[config.mk]
export PLATFORM = sky130hd
export DESIGN_NAME = stack_io_bridge
export DESIGN_NICKNAME = d
export VERILOG_FILES = /design/src/rtl/stack_io_pkg.sv /design/src/rtl/io_out_fifo.sv /design/src/rtl/stack_io_bridge.sv
export SDC_FILE = /design/constraint.sdc
export NUM_CORES = 1
export LEC_CHECK = 0
export ABC_AREA = 1
export CORE_MARGIN = 2
export CORE_UTILIZATION = 45
export DETAILED_ROUTE_END_ITERATION = 8
export PLACE_DENSITY = 0.72
export SETUP_SLACK_MARGIN = 0.05
export SYNTH_ARGS = -nofsm -noshare
export SYNTH_HDL_FRONTEND = slang
export SYNTH_HIERARCHICAL = 1
export SYNTH_SLANG_ARGS = --single-unit
export TNS_END_PERCENT = 1
[constraint.sdc]
create_clock -name clk -period 2.45 [get_ports clk]
set_input_delay 0.6125 -clock clk [delete_from_list [all_inputs] [get_ports clk]]
set_output_delay 0.6125 -clock clk [all_outputs]
set_load 0.01 [all_outputs]
[src/rtl/stack_io_pkg.sv]
// Shared constants for the stack processor host I/O bridge.
// Holds the state encodings, the fault cause codes and the default data width.
package stack_io_pkg;

  localparam int DEFAULT_WIDTH = 16;

  localparam logic [1:0] ST_BOOT  = 2'b00;
  localparam logic [1:0] ST_RUN   = 2'b01;
  localparam logic [1:0] ST_FAULT = 2'b10;

  localparam logic CAUSE_OVF = 1'b0;
  localparam logic CAUSE_OVR = 1'b1;

endpackage

[src/rtl/io_out_fifo.sv]
// Synchronous output FIFO. A write lands one cycle after push; head is read combinationally.
// A push while full is dropped unless it coincides with a pop; a pop while empty is ignored.
module io_out_fifo #(
  parameter int WIDTH = 16,
  parameter int DEPTH = 4
) (
  input  logic             clk,
  input  logic             reset,
  input  logic             push,
  input  logic [WIDTH-1:0] wr_data,
  input  logic             pop,
  output logic [WIDTH-1:0] head,
  output logic             full,
  output logic             empty
);

  localparam int AW = $clog2(DEPTH);
  localparam int CW = AW + 1;
  localparam logic [CW-1:0] FULL_CNT = CW'(DEPTH);

  logic [WIDTH-1:0] mem [DEPTH];
  logic [AW-1:0]    wr_ptr;
  logic [AW-1:0]    rd_ptr;
  logic [CW-1:0]    count;
  logic             do_push;
  logic             do_pop;

  assign full    = (count == FULL_CNT);
  assign empty   = (count == '0);
  assign do_pop  = pop && !empty;
  // At full, a push is legal only when a pop frees the slot in the same edge.
  assign do_push = push && (!full || do_pop);
  assign head    = mem[rd_ptr];

  always_ff @(posedge clk) begin
    if (reset && do_push) begin
      mem[wr_ptr] <= wr_data;
    end
  end

  always_ff @(posedge clk) begin
    if (!reset) begin
      wr_ptr <= '0;
      rd_ptr <= '0;
      count  <= '0;
    end else begin
      if (do_push) begin
        wr_ptr <= wr_ptr + 1'b1;
      end
      if (do_pop) begin
        rd_ptr <= rd_ptr + 1'b1;
      end
      case ({do_push, do_pop})
        2'b10:   count <= count + 1'b1;
        2'b01:   count <= count - 1'b1;
        default: count <= count;
      endcase
    end
  end

endmodule

[src/rtl/stack_io_bridge.sv]
// Host I/O front end: boot gating of the processor, output change capture, sticky fault trap.
// Accepted input visible next cycle; host_in_ready drops only in FAULT; output FIFO drains via valid/ready.
module stack_io_bridge
  import stack_io_pkg::*;
#(
  parameter int WIDTH = DEFAULT_WIDTH,
  parameter int DEPTH = 4
) (
  input  logic             clk,
  input  logic             reset,
  input  logic [WIDTH-1:0] host_in_data,
  input  logic             host_in_valid,
  output logic             host_in_ready,
  output logic [WIDTH-1:0] cpu_input_IO,
  input  logic [WIDTH-1:0] cpu_output_IO,
  input  logic             cpu_overflow,
  output logic             cpu_reset,
  output logic [WIDTH-1:0] host_out_data,
  output logic             host_out_valid,
  input  logic             host_out_ready,
  output logic             fault,
  output logic             fault_cause,
  input  logic             fault_clr,
  output logic [1:0]       state
);

  logic [WIDTH-1:0] last_out;
  logic             accept;
  logic             push_req;
  logic             pop;
  logic             fifo_full;
  logic             fifo_empty;
  logic             overrun;

  assign host_in_ready  = (state != ST_FAULT);
  assign cpu_reset      = (state != ST_RUN);
  assign accept         = host_in_valid && host_in_ready;
  assign host_out_valid = !fifo_empty;
  assign pop            = host_out_valid && host_out_ready;
  assign push_req       = (state == ST_RUN) && (cpu_output_IO != last_out);
  assign overrun        = push_req && fifo_full && !pop;

  io_out_fifo #(
    .WIDTH (WIDTH),
    .DEPTH (DEPTH)
  ) u_out_fifo (
    .clk     (clk),
    .reset   (reset),
    .push    (push_req),
    .wr_data (cpu_output_IO),
    .pop     (pop),
    .head    (host_out_data),
    .full    (fifo_full),
    .empty   (fifo_empty)
  );

  always_ff @(posedge clk) begin
    if (!reset) begin
      state        <= ST_BOOT;
      cpu_input_IO <= '0;
      last_out     <= '0;
      fault        <= 1'b0;
      fault_cause  <= CAUSE_OVF;
    end else begin
      case (state)
        ST_BOOT: begin
          // Track outputs while the processor is held in reset so they never push.
          last_out <= cpu_output_IO;
          if (accept) begin
            cpu_input_IO <= host_in_data;
            state        <= ST_RUN;
          end
        end
        ST_RUN: begin
          if (accept) begin
            cpu_input_IO <= host_in_data;
          end
          if (push_req) begin
            last_out <= cpu_output_IO;
          end
          if (cpu_overflow) begin
            state       <= ST_FAULT;
            fault       <= 1'b1;
            fault_cause <= CAUSE_OVF;
          end else if (overrun) begin
            state       <= ST_FAULT;
            fault       <= 1'b1;
            fault_cause <= CAUSE_OVR;
          end
        end
        ST_FAULT: begin
          last_out <= cpu_output_IO;
          if (fault_clr) begin
            state        <= ST_BOOT;
            fault        <= 1'b0;
            cpu_input_IO <= '0;
          end
        end
        default: state <= ST_BOOT;
      endcase
    end
  end

endmodule

==> impl_metrics.yaml <==
outcome:
  status: "completed"
sta:
  max_freq_ghz: 0.428
  finClkSkew_ns: 0.0175
  fin_crit_sh_pct: 95.3
  finalHoldViolCount: 0
  relSlewSlack_pct: 73.9
  fin_ws_ns: 0.114
  post-route-min-period_ns: 2.34
  rsz0062_at_grt: "yes"
  drv_slew: 0
  worst_slew_pin_slew_ns: 0.391
  hold_slack_ns: 0.475
  final.setup.tns_ns: 0
  setup_viol: 0
floorplanning:
  dieWidth_um: 104
  std_cell_rows: 36
  core_mm2: 0.00977
  dieArea_mm2: 0.0109
  die_h_um: 104
  start_util_pct: 46.3
  ioPinCount: 77
finish:
  area_growth_pct: 31.0
  diodes: 0
  nNetsFinal: 635
  drive_gt1_share_pct: 12.6
drt:
  wl_per_cell_um: 13.7
  routed_wl_um: 9980
  dr.first_iter.drc_count: 195
  detail_route.vias_per_cell: 4.92
  ant_nets: 0
  drc: 0
  routed-via-count: 3585
  dr.pass1.iters: 4
setup_path:
  endpoint_kind: "flip-flop"
  critPathSlowestCell: "fa_1"
  crit_path_frequent_cell: "nand2_1"
  max_stage_delay_ns: 0.38
  startpoint_type: "input pin"
  required_ns: 2.71
  worst-path-max-fanout: 6
  worstPathCellList: "clkdlybuf4s15_1 -> inv_1 -> nand2_1 -> nand2_1 -> nor2_1 -> nand2_1 -> nor2_1 -> nand2_1 -> nand2_2 -> inv_1 -> nand2_1 -> ha_1 -> inv_1 -> fa_1 -> inv_1 -> nand2_1 -> nand3_1 -> nand2_1 -> nand2_1 -> nor2_1"
  worst-path-buf-inv: 5
  worstPathArrival_ns: 2.60
  cp_top_family: "simple AND/OR/NAND/NOR gates"
  critical_path_class: "input pin to flip-flop"
place:
  portBuffers: 76
  dp_slack_ns: -0.561
  detailed_place_hpwl_um: 6760
  place.gp.congestion: 0.773
logic_synthesis:
  synth-warning-count: 6
  ys_seq_area_share_pct: 62.4
  synth_cells: 482
  synth_largest_area_cell: "edfxtp_1"
  ys_ff_latch: 109
  synth_nets: 526
  synth_area_leaders: "edfxtp_1 43%, dfxtp_1 20%, nand2_1 6.5%, nor2_1 6.3%, inv_1 4.6%"
  synth_commonest_cells: "78 x nand2_1, 76 x nor2_1, 64 x edfxtp_1, 55 x inv_1, 45 x dfxtp_1"
  yosys_most_used_dff: "edfxtp_1"
  syn_area_mm2: 0.00452
  syn_area_per_cell_um2: 9.38
  yosysUniqueCellTypes: 23
  ys_async_sr_fraction_pct: 0
  synth_top_area_share_pct: 42.5
  synth_edf_count: 64
  yosys.cell_count.top_type: "nand2_1"
grt:
  grt_pass1_wl_um: 16500
  grt_overflow: 0
  grt_pass1_vias: 3466
  antenna_found_initial: 0
  grt_usage_pct: 18.9
  grt_start_max_net_pins: 41
cts:
  cts_sinks: 109
  insertion_delay_ns: 0.36
  cts_tree: "built"
  cts-root-buf: "clkbuf_8"
  cts_made_buffers: 9
  cts_hold_buf: 0
  clk_path_buf_depth: 2
  cts_max_level: 3
  clkSlewWorstSetupHoldPaths_ns: 0.10
power_and_ir_drop:
  ir_worst_vdd_mv: 0.315
  leakage_nw: 2.51
  power.density_mw_per_mm2: 645
hold_path:
  hold_path.class: "flip-flop to flip-flop"
run:
  cap_violations: 0
## stage by stage
| step | cells | total power [W] | utilization (%) | area (um2) |
|---|---|---|---|---|
| after global placement | 713 | 0.00275 | 58.6 | 5720 |
| final | 729 | 0.00382 | 60.6 | 5920 |
| after global routing | 729 | 0.00399 | 60.6 | 5920 |
| after floorplan | 482 | 0.00243 | - | 4520 |
| after detailed placement | 713 | 0.00277 | 58.6 | 5720 |
| after CTS | 729 | 0.00385 | 60.5 | 5910 |
## power breakdown
group	switching (W)	internal (W)	leakage (nW)	total [W]
combinational	0.000339	0.000298	1.47	0.000636
clock	0.000625	0.000487	0.0944	0.00111
sequential	0.0000510	0.00202	0.951	0.00207
total	0.00101	0.00280	2.51	0.00382
## registers in the layout (all words and copies together), names as in the netlist, named ones only
signal             flops
cpu_input_IO          16
fault                  1
u_out_fifo/mem        64
fault_cause            1
u_out_fifo/wr_ptr      2
last_out              16
u_out_fifo/rd_ptr      2
state                  2
u_out_fifo/count       3
## tightest hold or removal path, delay by kind of cell (launching register included)
kind             cells  cell delay (ns)
AND/OR/NAND/NOR      1             0.06
flip-flops           1             0.32
AO/OA/AOI/OAI        1             0.06
## final timing paths
check,from,end,slack (ns),cells after the start
max reg2reg,last_out[5],u_out_fifo/count[2],0.26,19
min reg2reg,fault,fault,0.47,2
max,cpu_output_IO[2],u_out_fifo/count[2],0.11,20
min,fault,fault,0.47,2
## what timing repair did
action / CTS / global route
hold endpoints to repair: 0 / 0
cloned: 0 / 0
buffers inserted: 0 / 0
gates resized for setup: 24 / 25
endpoints found under the setup margin: 27 / 72
pin swaps: 0 / 1
## cells in the final DEF, fill, tap and decap left out, types with 2 or more instances in the layout
master           Yosys  final
ha_1                 5      5
o21ai_1             37     37
buf_12               0      6
clkdlybuf4s15_1      0      2
o22ai_1             16     16
inv_1               55     55
o21ai_0             29     29
nor2_2               2      3
buf_4                2     32
clkbuf_8             0      9
nand3_1             11     11
edfxtp_1            64     64
nor2_1              76     75
inv_2                4      4
clkdlybuf4s50_1      0     44
dlymetal6s2s_1       0     11
clkinvlp_4           0      3
dfxtp_2              0      3
nand2_2              2      2
inv_6                0      2
clkbuf_2             0      5
a21oi_1             36     36
nand2_1             78     78
dfxtp_1             45     42
dlygate4sd2_1        0     14
## kinds of logic after synthesis
logic type	share of synthesized area [%]
AO/OA/AOI/OAI	13.5
adder cells (fa/ha/maj)	1.83
buffers and inverters	6.97
flip-flops	62.4
AND/OR/NAND/NOR	15.3
## metal layers
layer  global-route usage [%]  wire length, um  vias up  share of wire (%)
li1                         -                -     1814                  -
met1                     22.9             4340     1650                 43
met2                     33.4             4870      112                 49
met3                     4.26              678        9                6.8
met4                     6.08               97        0               0.97
met5                        0                0        -                  0
## area by class of cell
cell class,instances,area [um2]
Multi-Input combinational cell,297,1390
Clock inverter,7,81.3
Sequential cell,109,2830
Tap cell,133,166
Clock buffer,9,124
Inverter,59,221
Fill cell,828,3850
Timing Repair Buffer,115,1120
Power figures use the tool's default switching activity.
